$ cat config.mk
export PLATFORM = sky130hd
export DESIGN_NAME = game_state_ctrl_flat
export DESIGN_NICKNAME = d
export VERILOG_FILES = /design/src/rtl/pong_pkg.sv /design/src/rtl/game_state_ctrl_if.sv /design/src/rtl/game_state_ctrl_btn_edge.sv /design/src/rtl/game_state_ctrl.sv /design/src/flat_wrapper.sv
export SDC_FILE = /design/constraint.sdc
export NUM_CORES = 1
export LEC_CHECK = 0
export ABC_AREA = 1
export BUFFER_PORTS_ARGS = -buffer_cell sky130_fd_sc_hd__buf_2
export CORE_UTILIZATION = 53
export CTS_BUF_LIST = sky130_fd_sc_hd__clkbuf_4 sky130_fd_sc_hd__clkbuf_8
export DETAILED_ROUTE_END_ITERATION = 10
export PLACE_DENSITY = 0.88
export SYNTH_ARGS = -nofsm -noshare
export SYNTH_HDL_FRONTEND = slang
export SYNTH_SLANG_ARGS = --single-unit
$ cat constraint.sdc
create_clock -name clk -period 1.35 [get_ports clk]
set_input_delay 0.27 -clock clk [delete_from_list [all_inputs] [get_ports clk]]
set_output_delay 0.27 -clock clk [all_outputs]
set_load 0.005 [all_outputs]
$ cat src/rtl/pong_pkg.sv
`default_nettype none
// ============================================================================
//  Module   : pong_pkg
//  Purpose  : Shared types and constants for the game state controller:
//             game state encoding, score width and parameter defaults.
//  Ports    : none (package)
//  Revision : 1.0 - initial release
// ============================================================================
package pong_pkg;

    localparam int c_score_w         = 4;
    localparam int c_tick_cnt_w      = 8;
    localparam int c_win_score_def   = 5;
    localparam int c_serve_ticks_def = 60;

    typedef enum logic [2:0] {
        MENU     = 3'd0,
        SERVE    = 3'd1,
        PLAY     = 3'd2,
        POINT    = 3'd3,
        GAMEOVER = 3'd4,
        PAUSE    = 3'd5
    } state_t;

endpackage
`default_nettype wire

$ cat src/rtl/game_state_ctrl_if.sv
`default_nettype none
// ============================================================================
//  Module   : game_state_ctrl_if
//  Purpose  : Bundles the controller's strobes, buttons and game outputs.
//  Signals  : tick, p1_up, p1_down, p1_fire, p1_goal, p2_goal  (to controller)
//             state, mode_sel, p1_score, p2_score, ball_en,
//             serve_dir, winner                                 (from controller)
//  Modports : master - drives inputs / observes outputs
//             slave  - the controller side
//  Revision : 1.0 - initial release
// ============================================================================
interface game_state_ctrl_if;
    import pong_pkg::*;

    logic                 tick;
    logic                 p1_up;
    logic                 p1_down;
    logic                 p1_fire;
    logic                 p1_goal;
    logic                 p2_goal;
    logic [2:0]           state;
    logic                 mode_sel;
    logic [c_score_w-1:0] p1_score;
    logic [c_score_w-1:0] p2_score;
    logic                 ball_en;
    logic                 serve_dir;
    logic                 winner;

    modport master (
        output tick, p1_up, p1_down, p1_fire, p1_goal, p2_goal,
        input  state, mode_sel, p1_score, p2_score, ball_en, serve_dir, winner
    );

    modport slave (
        input  tick, p1_up, p1_down, p1_fire, p1_goal, p2_goal,
        output state, mode_sel, p1_score, p2_score, ball_en, serve_dir, winner
    );

endinterface
`default_nettype wire

$ cat src/rtl/game_state_ctrl_btn_edge.sv
`default_nettype none
// ============================================================================
//  Module   : btn_edge
//  Purpose  : Two-flop synchronizer for an asynchronous button followed by a
//             rising-edge detector producing a one-cycle pulse.
//  Ports    : clk, rst_n (async, active-low), btn_raw (async in),
//             pulse (one clk cycle per press)
//  Revision : 1.0 - initial release
// ============================================================================
module btn_edge (
    input  wire logic clk,
    input  wire logic rst_n,
    input  wire logic btn_raw,
    output logic      pulse
);

    logic r_sync1;
    logic r_sync2;
    logic r_prev;

    always_ff @(posedge clk or negedge rst_n) begin
        if (!rst_n) begin
            r_sync1 <= 1'b0;
            r_sync2 <= 1'b0;
            r_prev  <= 1'b0;
        end else begin
            r_sync1 <= btn_raw;
            r_sync2 <= r_sync1;
            r_prev  <= r_sync2;
        end
    end

    assign pulse = r_sync2 & ~r_prev;

endmodule
`default_nettype wire

$ cat src/rtl/game_state_ctrl.sv
`default_nettype none
// ============================================================================
//  Module   : game_state_ctrl
//  Purpose  : Pong game flow controller: menu, serve countdown, play, point
//             scoring, game over and (optionally) pause.
//  Ports    : clk, rst_n (async, active-low)
//             bus (game_state_ctrl_if.slave): tick, p1_up, p1_down, p1_fire,
//             p1_goal, p2_goal in; state, mode_sel, p1_score, p2_score,
//             ball_en, serve_dir, winner out
//  Config   : GAME_PAUSE_EN - when defined, fire in PLAY pauses the game.
//  Revision : 1.0 - initial release
// ============================================================================
module game_state_ctrl
    import pong_pkg::*;
#(
    parameter int WIN_SCORE   = c_win_score_def,
    parameter int SERVE_TICKS = c_serve_ticks_def
) (
    input  wire logic          clk,
    input  wire logic          rst_n,
    game_state_ctrl_if.slave   bus
);

    localparam logic [c_score_w-1:0]    c_win        = c_score_w'(WIN_SCORE);
    localparam logic [c_tick_cnt_w-1:0] c_serve_last = c_tick_cnt_w'(SERVE_TICKS);

    logic w_up, w_down, w_fire;

    btn_edge u_btn_up   (.clk(clk), .rst_n(rst_n), .btn_raw(bus.p1_up),   .pulse(w_up));
    btn_edge u_btn_down (.clk(clk), .rst_n(rst_n), .btn_raw(bus.p1_down), .pulse(w_down));
    btn_edge u_btn_fire (.clk(clk), .rst_n(rst_n), .btn_raw(bus.p1_fire), .pulse(w_fire));

    state_t                  r_state,     w_state_nxt;
    logic                    r_mode_sel,  w_mode_sel_nxt;
    logic [c_score_w-1:0]    r_p1_score,  w_p1_score_nxt;
    logic [c_score_w-1:0]    r_p2_score,  w_p2_score_nxt;
    logic                    r_ball_en,   w_ball_en_nxt;
    logic                    r_serve_dir, w_serve_dir_nxt;
    logic                    r_winner,    w_winner_nxt;
    logic                    r_scorer,    w_scorer_nxt;  // 0 = P1 scored
    logic [c_tick_cnt_w-1:0] r_tick_cnt,  w_tick_cnt_nxt;

    logic [c_score_w-1:0]    w_p1_sat, w_p2_sat;
    logic [c_tick_cnt_w-1:0] w_cnt_inc;

    // Saturating increments keep scores from ever passing the winning value.
    assign w_p1_sat  = (r_p1_score == c_win) ? r_p1_score : r_p1_score + 1'b1;
    assign w_p2_sat  = (r_p2_score == c_win) ? r_p2_score : r_p2_score + 1'b1;
    assign w_cnt_inc = r_tick_cnt + 1'b1;

    always_ff @(posedge clk or negedge rst_n) begin
        if (!rst_n) begin
            r_state     <= MENU;
            r_mode_sel  <= 1'b0;
            r_p1_score  <= '0;
            r_p2_score  <= '0;
            r_ball_en   <= 1'b0;
            r_serve_dir <= 1'b1;
            r_winner    <= 1'b0;
            r_scorer    <= 1'b0;
            r_tick_cnt  <= '0;
        end else begin
            r_state     <= w_state_nxt;
            r_mode_sel  <= w_mode_sel_nxt;
            r_p1_score  <= w_p1_score_nxt;
            r_p2_score  <= w_p2_score_nxt;
            r_ball_en   <= w_ball_en_nxt;
            r_serve_dir <= w_serve_dir_nxt;
            r_winner    <= w_winner_nxt;
            r_scorer    <= w_scorer_nxt;
            r_tick_cnt  <= w_tick_cnt_nxt;
        end
    end

    always_comb begin
        w_state_nxt     = r_state;
        w_mode_sel_nxt  = r_mode_sel;
        w_p1_score_nxt  = r_p1_score;
        w_p2_score_nxt  = r_p2_score;
        w_serve_dir_nxt = r_serve_dir;
        w_winner_nxt    = r_winner;
        w_scorer_nxt    = r_scorer;
        // Counter rests at zero outside SERVE so every entry starts fresh.
        w_tick_cnt_nxt  = '0;

        case (r_state)
            MENU: begin
                if (w_up && !w_down) begin
                    w_mode_sel_nxt = 1'b1;
                end else if (w_down && !w_up) begin
                    w_mode_sel_nxt = 1'b0;
                end
                if (w_fire) begin
                    w_p1_score_nxt  = '0;
                    w_p2_score_nxt  = '0;
                    w_serve_dir_nxt = 1'b1;
                    w_state_nxt     = SERVE;
                end
            end
            SERVE: begin
                w_tick_cnt_nxt = r_tick_cnt;
                if (bus.tick) begin
                    if (w_cnt_inc == c_serve_last) begin
                        w_state_nxt = PLAY;
                    end else begin
                        w_tick_cnt_nxt = w_cnt_inc;
                    end
                end
            end
            PLAY: begin
                // Goals take priority over everything else in PLAY; a tie
                // scores nothing and re-serves in the same direction.
                if (bus.p1_goal && bus.p2_goal) begin
                    w_state_nxt = SERVE;
                end else if (bus.p1_goal) begin
                    w_scorer_nxt = 1'b0;
                    w_state_nxt  = POINT;
                end else if (bus.p2_goal) begin
                    w_scorer_nxt = 1'b1;
                    w_state_nxt  = POINT;
                end
`ifdef GAME_PAUSE_EN
                else if (w_fire) begin
                    w_state_nxt = PAUSE;
                end
`endif
            end
            POINT: begin
                // Serve goes toward the player who conceded.
                if (!r_scorer) begin
                    w_p1_score_nxt = w_p1_sat;
                    if (w_p1_sat == c_win) begin
                        w_winner_nxt = 1'b0;
                        w_state_nxt  = GAMEOVER;
                    end else begin
                        w_serve_dir_nxt = 1'b1;
                        w_state_nxt     = SERVE;
                    end
                end else begin
                    w_p2_score_nxt = w_p2_sat;
                    if (w_p2_sat == c_win) begin
                        w_winner_nxt = 1'b1;
                        w_state_nxt  = GAMEOVER;
                    end else begin
                        w_serve_dir_nxt = 1'b0;
                        w_state_nxt     = SERVE;
                    end
                end
            end
            GAMEOVER: begin
                if (w_fire) begin
                    w_state_nxt = MENU;
                end
            end
            PAUSE: begin
`ifdef GAME_PAUSE_EN
                if (w_fire) begin
                    w_state_nxt = PLAY;
                end
`else
                w_state_nxt = MENU;
`endif
            end
            default: begin
                w_state_nxt = MENU;
            end
        endcase

        // Registered from the next state so ball_en tracks PLAY exactly.
        w_ball_en_nxt = (w_state_nxt == PLAY);
    end

    assign bus.state     = r_state;
    assign bus.mode_sel  = r_mode_sel;
    assign bus.p1_score  = r_p1_score;
    assign bus.p2_score  = r_p2_score;
    assign bus.ball_en   = r_ball_en;
    assign bus.serve_dir = r_serve_dir;
    assign bus.winner    = r_winner;

endmodule
`default_nettype wire

$ cat src/flat_wrapper.sv
// flat-port wrapper written by rule: the top's interface ports become plain ports
module game_state_ctrl_flat import pong_pkg::*;
#(
    parameter int WIN_SCORE   = c_win_score_def,
    parameter int SERVE_TICKS = c_serve_ticks_def
)
  (clk, rst_n, bus_tick, bus_p1_up, bus_p1_down, bus_p1_fire, bus_p1_goal, bus_p2_goal, bus_state, bus_mode_sel, bus_p1_score, bus_p2_score, bus_ball_en, bus_serve_dir, bus_winner);
  game_state_ctrl_if bus_i ();
  input  wire logic clk;
  input  wire logic rst_n;
  input wire logic [$bits(bus_i.tick)-1:0] bus_tick;
  input wire logic [$bits(bus_i.p1_up)-1:0] bus_p1_up;
  input wire logic [$bits(bus_i.p1_down)-1:0] bus_p1_down;
  input wire logic [$bits(bus_i.p1_fire)-1:0] bus_p1_fire;
  input wire logic [$bits(bus_i.p1_goal)-1:0] bus_p1_goal;
  input wire logic [$bits(bus_i.p2_goal)-1:0] bus_p2_goal;
  output wire logic [$bits(bus_i.state)-1:0] bus_state;
  output wire logic [$bits(bus_i.mode_sel)-1:0] bus_mode_sel;
  output wire logic [$bits(bus_i.p1_score)-1:0] bus_p1_score;
  output wire logic [$bits(bus_i.p2_score)-1:0] bus_p2_score;
  output wire logic [$bits(bus_i.ball_en)-1:0] bus_ball_en;
  output wire logic [$bits(bus_i.serve_dir)-1:0] bus_serve_dir;
  output wire logic [$bits(bus_i.winner)-1:0] bus_winner;
  assign bus_i.tick = bus_tick;
  assign bus_i.p1_up = bus_p1_up;
  assign bus_i.p1_down = bus_p1_down;
  assign bus_i.p1_fire = bus_p1_fire;
  assign bus_i.p1_goal = bus_p1_goal;
  assign bus_i.p2_goal = bus_p2_goal;
  assign bus_state = bus_i.state;
  assign bus_mode_sel = bus_i.mode_sel;
  assign bus_p1_score = bus_i.p1_score;
  assign bus_p2_score = bus_i.p2_score;
  assign bus_ball_en = bus_i.ball_en;
  assign bus_serve_dir = bus_i.serve_dir;
  assign bus_winner = bus_i.winner;
  game_state_ctrl #(.WIN_SCORE(WIN_SCORE), .SERVE_TICKS(SERVE_TICKS)) u_core (.clk(clk), .rst_n(rst_n), .bus(bus_i));
endmodule
==> metrics.yaml, run 1 <==
syn_avg_cell_area_sq_um: 7.979
nets: 306
status: "finished, violations left"
clock_path_buffers: 2
antenna_found_initial: 0
vias: 2007
std_cell_rows: 20
max-cap-violations: 0
p_leak_nw: 1.377
cts.htree.levels: 2
synthArstFlopShare_pct: 100.0
grtUsageTotal_pct: 36.25
clkLatencyLatePin_ns: 0.37
critPathMaxStageDelay_ns: 0.42
wl_met1_microns: 2134
detail_route.iter0.violations: 156
dieArea_sq_um: 3468
viasPerCell: 5.973
worst_slack_ns: -0.5436
cts_num_sinks: 33
grt_pass1_vias: 1863
cts_tree: "done"
area_delta_synth_final_pct: 60.32
route.met2.wl_microns: 3512
dp_hpwl_microns: 2765
grt_max_degree: 21
synth_edf_count: 0
synth_top_area_share_pct: 46.68
fp.dieH_microns: 58.89
layout_min_cycle_time_ns: 1.894
drt_pass1_iterations: 5
place.gp.congestion: 0.9413
antenna_cells: 0
path_cells: "inv_2 > ha_4 > nand2_4 > nor2_4 > nand2_2 > nand2_2 > nor2_1 > nand2_1 > nand3_2 > nand2_1 > nand2_1 > nand2_2"
cp-end-kind: "register"
synth_area_sq_um: 1715
start_util_pct: 56.19
crit_arrival_ns: 2.21
rsz0062_at_grt: "true"
p_total_mw: 2.361
wl_met3_microns: 699
nFillCells: 138
synth_ff_type: "dfrtp_1"
synth_warnings: 0
startpoint_type: "register"
top_layer: "met4"
peakVddDrop_v: 0.0008804
holdWs_ns: 0.03352
worstRegToRegCells: 12
finalCritPeriodShare_pct: 140.3
synth_area_leader_cell: "dfrtp_1"
maxSlewViolCount: 0
worstPathMaxFanout: 3
final_core_util_pct: 90.08
cp.required_ns: 1.67
rr_startpoint: "u_core.bus.p2_score[1]$_DFFE_PN0P_"
drc: 0
wl_per_cell_microns: 21.27
rrSetupSlack_ns: -0.54
port_buffers: 22
finalSetupViolations: 24
io_pins: 23
mappedNetlistNets: 230
numCtsBuffers: 5
yosys-top-cells-count: "64 x nand2_1, 32 x dfrtp_1, 31 x nand3_1"
syn_inst: 215
synth_area_leaders: "dfrtp_1 47%, nand2_1 14%, nand3_1 9.0%"
fmax_ghz: 0.5281
power_density_nw_per_um2: 858.7
slowest_stage: "dfrtp_1"
yosys.cell_types.count: 30
clk_pin_slew_ns: 0.13
clockRootBuffer: "clkbuf_4"
hold_end: "u_core.u_btn_fire.r_sync1$_DFF_PN0_"
fin_skew_ns: 0.02295
drive_gt1_share_pct: 52.40
synth_most_common_cell: "nand2_1"
critPathKind: "register to register"
hold_class: "primary input to register"
failed_checks: "setup timing"
finalHoldViolCount: 0
min_from: "bus_p1_fire"
coreArea_sq_um: 3053
routed_wl_microns: 7148
ys_seq_area_share_pct: 48.21
min_path_cells: 1
timing.critical_path.buf_inv: 1
max_slew.worst_pin.slew_ns: 0.4808
ys_ff_latch: 33
relSlewSlack_pct: 67.70
setup_tns_ns: -5.696
die_w_microns: 58.89
antenna_violating_nets_post_route: 0
gr-total-overflow: 0
crit_family: "simple AND/OR/NAND/NOR gates"
timing.rr.end: "u_core.bus.serve_dir$_DFFE_PN1P_"
grt_pass1_wl_microns: 8714
-- state kept, by name, indices dropped and copies added (netlist names), 3 cells and up --
signal and cells:
u_core.bus.p1_score 4, u_core.r_tick_cnt 8, u_core.bus.state 3, u_core.bus.p2_score 4
-- power breakdown --
part | internal (mW) | switching [mW]
Clock | 0.254 | 0.372
Combinational | 0.272 | 0.295
Sequential | 1.07 | 0.0985
Total | 1.60 | 0.766
-- repair_timing --
action / 4_1_cts / 5_1_grt
gates resized for setup: 39 / 62
pin swaps: 17 / 19
gates cloned: 1 / 0
setup buffers: 11 / 13
hold buffers: 1 / 2
endpoints found under the setup margin: 23 / 29
hold endpoints to repair: 12 / 2
-- final cells by class --
| class | count | area (sq um) | area share (%) |
|---|---|---|---|
| Multi-Input combinational cell | 152 | 1115 | 40.54 |
| Sequential cell | 33 | 835.8 | 30.39 |
| Timing Repair Buffer | 70 | 570.5 | 20.75 |
| Inverter | 29 | 108.9 | 3.958 |
| Tap cell | 44 | 55.05 | 2.002 |
| Clock buffer | 6 | 51.30 | 1.865 |
| Clock inverter | 2 | 13.76 | 0.5005 |
-- through the flow --
step	area (sq um)	std cells	worst slack [ns]
after floorplan	1770	215	-0.04887
after global placement	2135	305	-0.1162
after detailed placement	2135	305	-0.2166
after CTS	2420	324	-0.2126
after global routing	2750	336	-0.6470
final	2750	336	-0.5436
-- metal layers --
metal,global-route usage (%),vias to the layer above
met5,0,-
met4,27.21,0
met3,14.29,86
met2,59.25,151
met1,37.37,925
li1,-,845
-- worst max path at each step --
stage | from | to | slack, ns | depth (start not counted)
after floorplan | u_core.r_tick_cnt[1]$_DFFE_PN0P_ | u_core.r_tick_cnt[2]$_DFFE_PN0P_ | -0.05 | 10
after global placement | u_core.bus.p2_score[1]$_DFFE_PN0P_ | u_core.bus.ball_en$_DFF_PN0_ | -0.12 | 11
after detailed placement | u_core.bus.p2_score[1]$_DFFE_PN0P_ | u_core.bus.ball_en$_DFF_PN0_ | -0.22 | 11
after CTS | u_core.r_tick_cnt[1]$_DFFE_PN0P_ | u_core.r_tick_cnt[0]$_DFFE_PN0P_ | -0.21 | 11
after global routing | u_core.bus.p2_score[1]$_DFFE_PN0P_ | u_core.bus.serve_dir$_DFFE_PN1P_ | -0.65 | 12
final | u_core.bus.p2_score[1]$_DFFE_PN0P_ | u_core.bus.serve_dir$_DFFE_PN1P_ | -0.54 | 12
-- cells by family after synthesis --
logic type / count (synthesis) / synth area share (%)
and+or+nand+nor: 122 / 31.51
DFF: 33 / 48.21
buffers and inverters: 31 / 6.856
AOI/OAI and AO/OA: 17 / 5.617
adders and majority gates: 7 / 5.106
xor gates and xnor gates: 4 / 2.043
muxes: 1 / 0.6564
-- cell usage in the layout (no fill, tap or decap), drive strengths merged, types with 2 or more instances in the layout --
cell         instances
nand2               67
buf                 67
dfrtp               32
nand3               32
inv                 29
nor2                18
o21ai               11
ha                   7
clkbuf               6
xor2                 3
dlygate4sd3          3
nor3                 3
clkinv               2
Power figures use the tool's default switching activity.
==> inputs of run 2 (changes only) <==
RECOVER_POWER = 100   (was not set)
==> run 2 against run 1 <==
Effect of this change: the run still ends with setup timing left; sequential cell count is the same; worst hold slack lost 0.0045 ns; worst setup slack gained 0.066 ns; cell area shrank 0.68%; highest routed layer unchanged.
==> metrics.yaml, run 2 (synthesis results as in run 1) <==
fin_skew_ns: 0.02554
routed_wl_microns: 7098
peakVddDrop_v: 0.0008758
detail_route.iter0.violations: 144
start_util_pct: 56.19
grtUsageTotal_pct: 36.25
final_common_cell: "nand2_1"
largest_reg_flops: 8
cp-end-kind: "register"
drive_gt1_share_pct: 50.00
cts_num_sinks: 33
dpl_cell_area_sq_um: 2135
final_area_sq_um: 2731
cts_tree: "done"
rr_startpoint: "u_core.bus.p2_score[1]$_DFFE_PN0P_"
nFillCells: 148
relSlewSlack_pct: 38.03
clk_pin_slew_ns: 0.13
power_density_nw_per_um2: 865.3
startpoint: "u_core.bus.p2_score[1]$_DFFE_PN0P_"
cp.required_ns: 1.67
finalCritPeriodShare_pct: 135.3
grt_pass1_wl_microns: 8714
nets: 306
critPathKind: "register to register"
max_slew.worst_pin.slew_ns: 0.9295
io_pins: 23
startpoint_type: "register"
setup_tns_ns: -5.718
fmax_ghz: 0.5473
clkLatencyLatePin_ns: 0.37
place_ws_ns: -0.2166
layout_min_cycle_time_ns: 1.827
max-cap-violations: 0
failed_checks: "setup timing"
status: "finished, violations left"
dp_hpwl_microns: 2765
maxSlewViolCount: 0
worstPathMaxFanout: 3
grt_max_degree: 21
rsz0062_at_grt: "true"
p_leak_nw: 1.348
cts.htree.levels: 2
viasPerCell: 5.952
place.gp.congestion: 0.9413
vias: 2000
p_total_mw: 2.363
coreArea_sq_um: 3053
std_cell_rows: 20
worst_slack_ns: -0.4772
finalSetupViolations: 27
wl_per_cell_microns: 21.13
clock_path_buffers: 2
gr-total-overflow: 0
clockRootBuffer: "clkbuf_4"
drc: 0
finalHoldViolCount: 0
numCtsBuffers: 5
min_from: "bus_p1_fire"
area_delta_synth_final_pct: 59.23
most-common-layout-cells: "42 x nand2_1, 28 x buf_4, 25 x dfrtp_1"
die_w_microns: 58.89
port_buffers: 22
crit_arrival_ns: 2.15
dieArea_sq_um: 3468
fin_cells: 336
antenna_cells: 0
hold_class: "primary input to register"
drt_pass1_iterations: 4
antenna_violating_nets_post_route: 0
regMostFlops: "u_core.r_tick_cnt"
grt_pass1_vias: 1863
dp_cells: 305
antenna_found_initial: 0
fp.dieH_microns: 58.89
run 2: cell count changes in the layout (fill, tap and decap cells not counted), sizes merged:
cell    delta
buf        -8
clkbuf     +8
run 2: stage by stage:
stage	hold slack (ns)	util, %
after floorplan	-0.02559	-
after global placement	0.1961	69.92
after detailed placement	0.1956	69.92
after CTS	0.02341	79.26
after global routing	0.009771	89.47
final	0.02904	89.47
run 2: final cells by class:
type | instances | area, sq um | share of cell area [%]
timing repair buffer | 70 | 551.8 | 20.20
sequential | 33 | 835.8 | 30.60
clock inverter | 2 | 13.76 | 0.5039
multi-input combinational | 152 | 1115 | 40.82
inverter | 29 | 108.9 | 3.985
tap | 44 | 55.05 | 2.016
clock buffer | 6 | 51.30 | 1.878
run 2: power breakdown:
group	total (mW)	internal, mW	switching, mW	leakage (nW)
Clock	0.628	0.254	0.374	0.0382
Combinational	0.563	0.268	0.295	0.896
Sequential	1.17	1.07	0.103	0.414
Total	2.36	1.59	0.772	1.35
run 2: final timing paths:
| check | endpoint | slack, ns | depth (start not counted) |
|---|---|---|---|
| max | u_core.bus.serve_dir$_DFFE_PN1P_ | -0.48 | 12 |
| min | u_core.u_btn_fire.r_sync1$_DFF_PN0_ | 0.03 | 1 |
| max reg2reg | u_core.bus.serve_dir$_DFFE_PN1P_ | -0.48 | 12 |
| min reg2reg | u_core.u_btn_fire.r_sync2$_DFF_PN0_ | 0.36 | 0 |
| max in group asynchronous | u_core.r_tick_cnt[1]$_DFFE_PN0P_ | 0.06 | 3 |
| min in group asynchronous | u_core.bus.p2_score[3]$_DFFE_PN0P_ | 0.56 | 2 |
run 2: worst max-delay path: stages (launching register included):
cell     delay (ns)
dfrtp_1        0.42
inv_2          0.10
ha_4           0.17
nand2_4        0.07
nor2_4         0.20
nand2_2        0.12
nand2_2        0.10
nor2_1         0.04
nand2_1        0.11
nand3_2        0.15
nand2_1        0.13
nand2_1        0.08
nand2_2        0.08
run 2: timing repair:
| action | CTS | global route |
|---|---|---|
| setup buffers | 11 | 13 |
| pin swaps | 17 | 19 |
| gates resized for setup | 39 | 62 |
| hold buffers | 1 | 2 |
| setup endpoints to repair | 23 | 29 |
| cloned | 1 | 0 |
| hold endpoints to repair | 12 | 2 |
run 2: metal layers:
metal	routed length [microns]	global-route usage [%]
met3	656	14.29
met5	0	0
met4	860	27.21
met2	3459	59.25
met1	2122	37.37
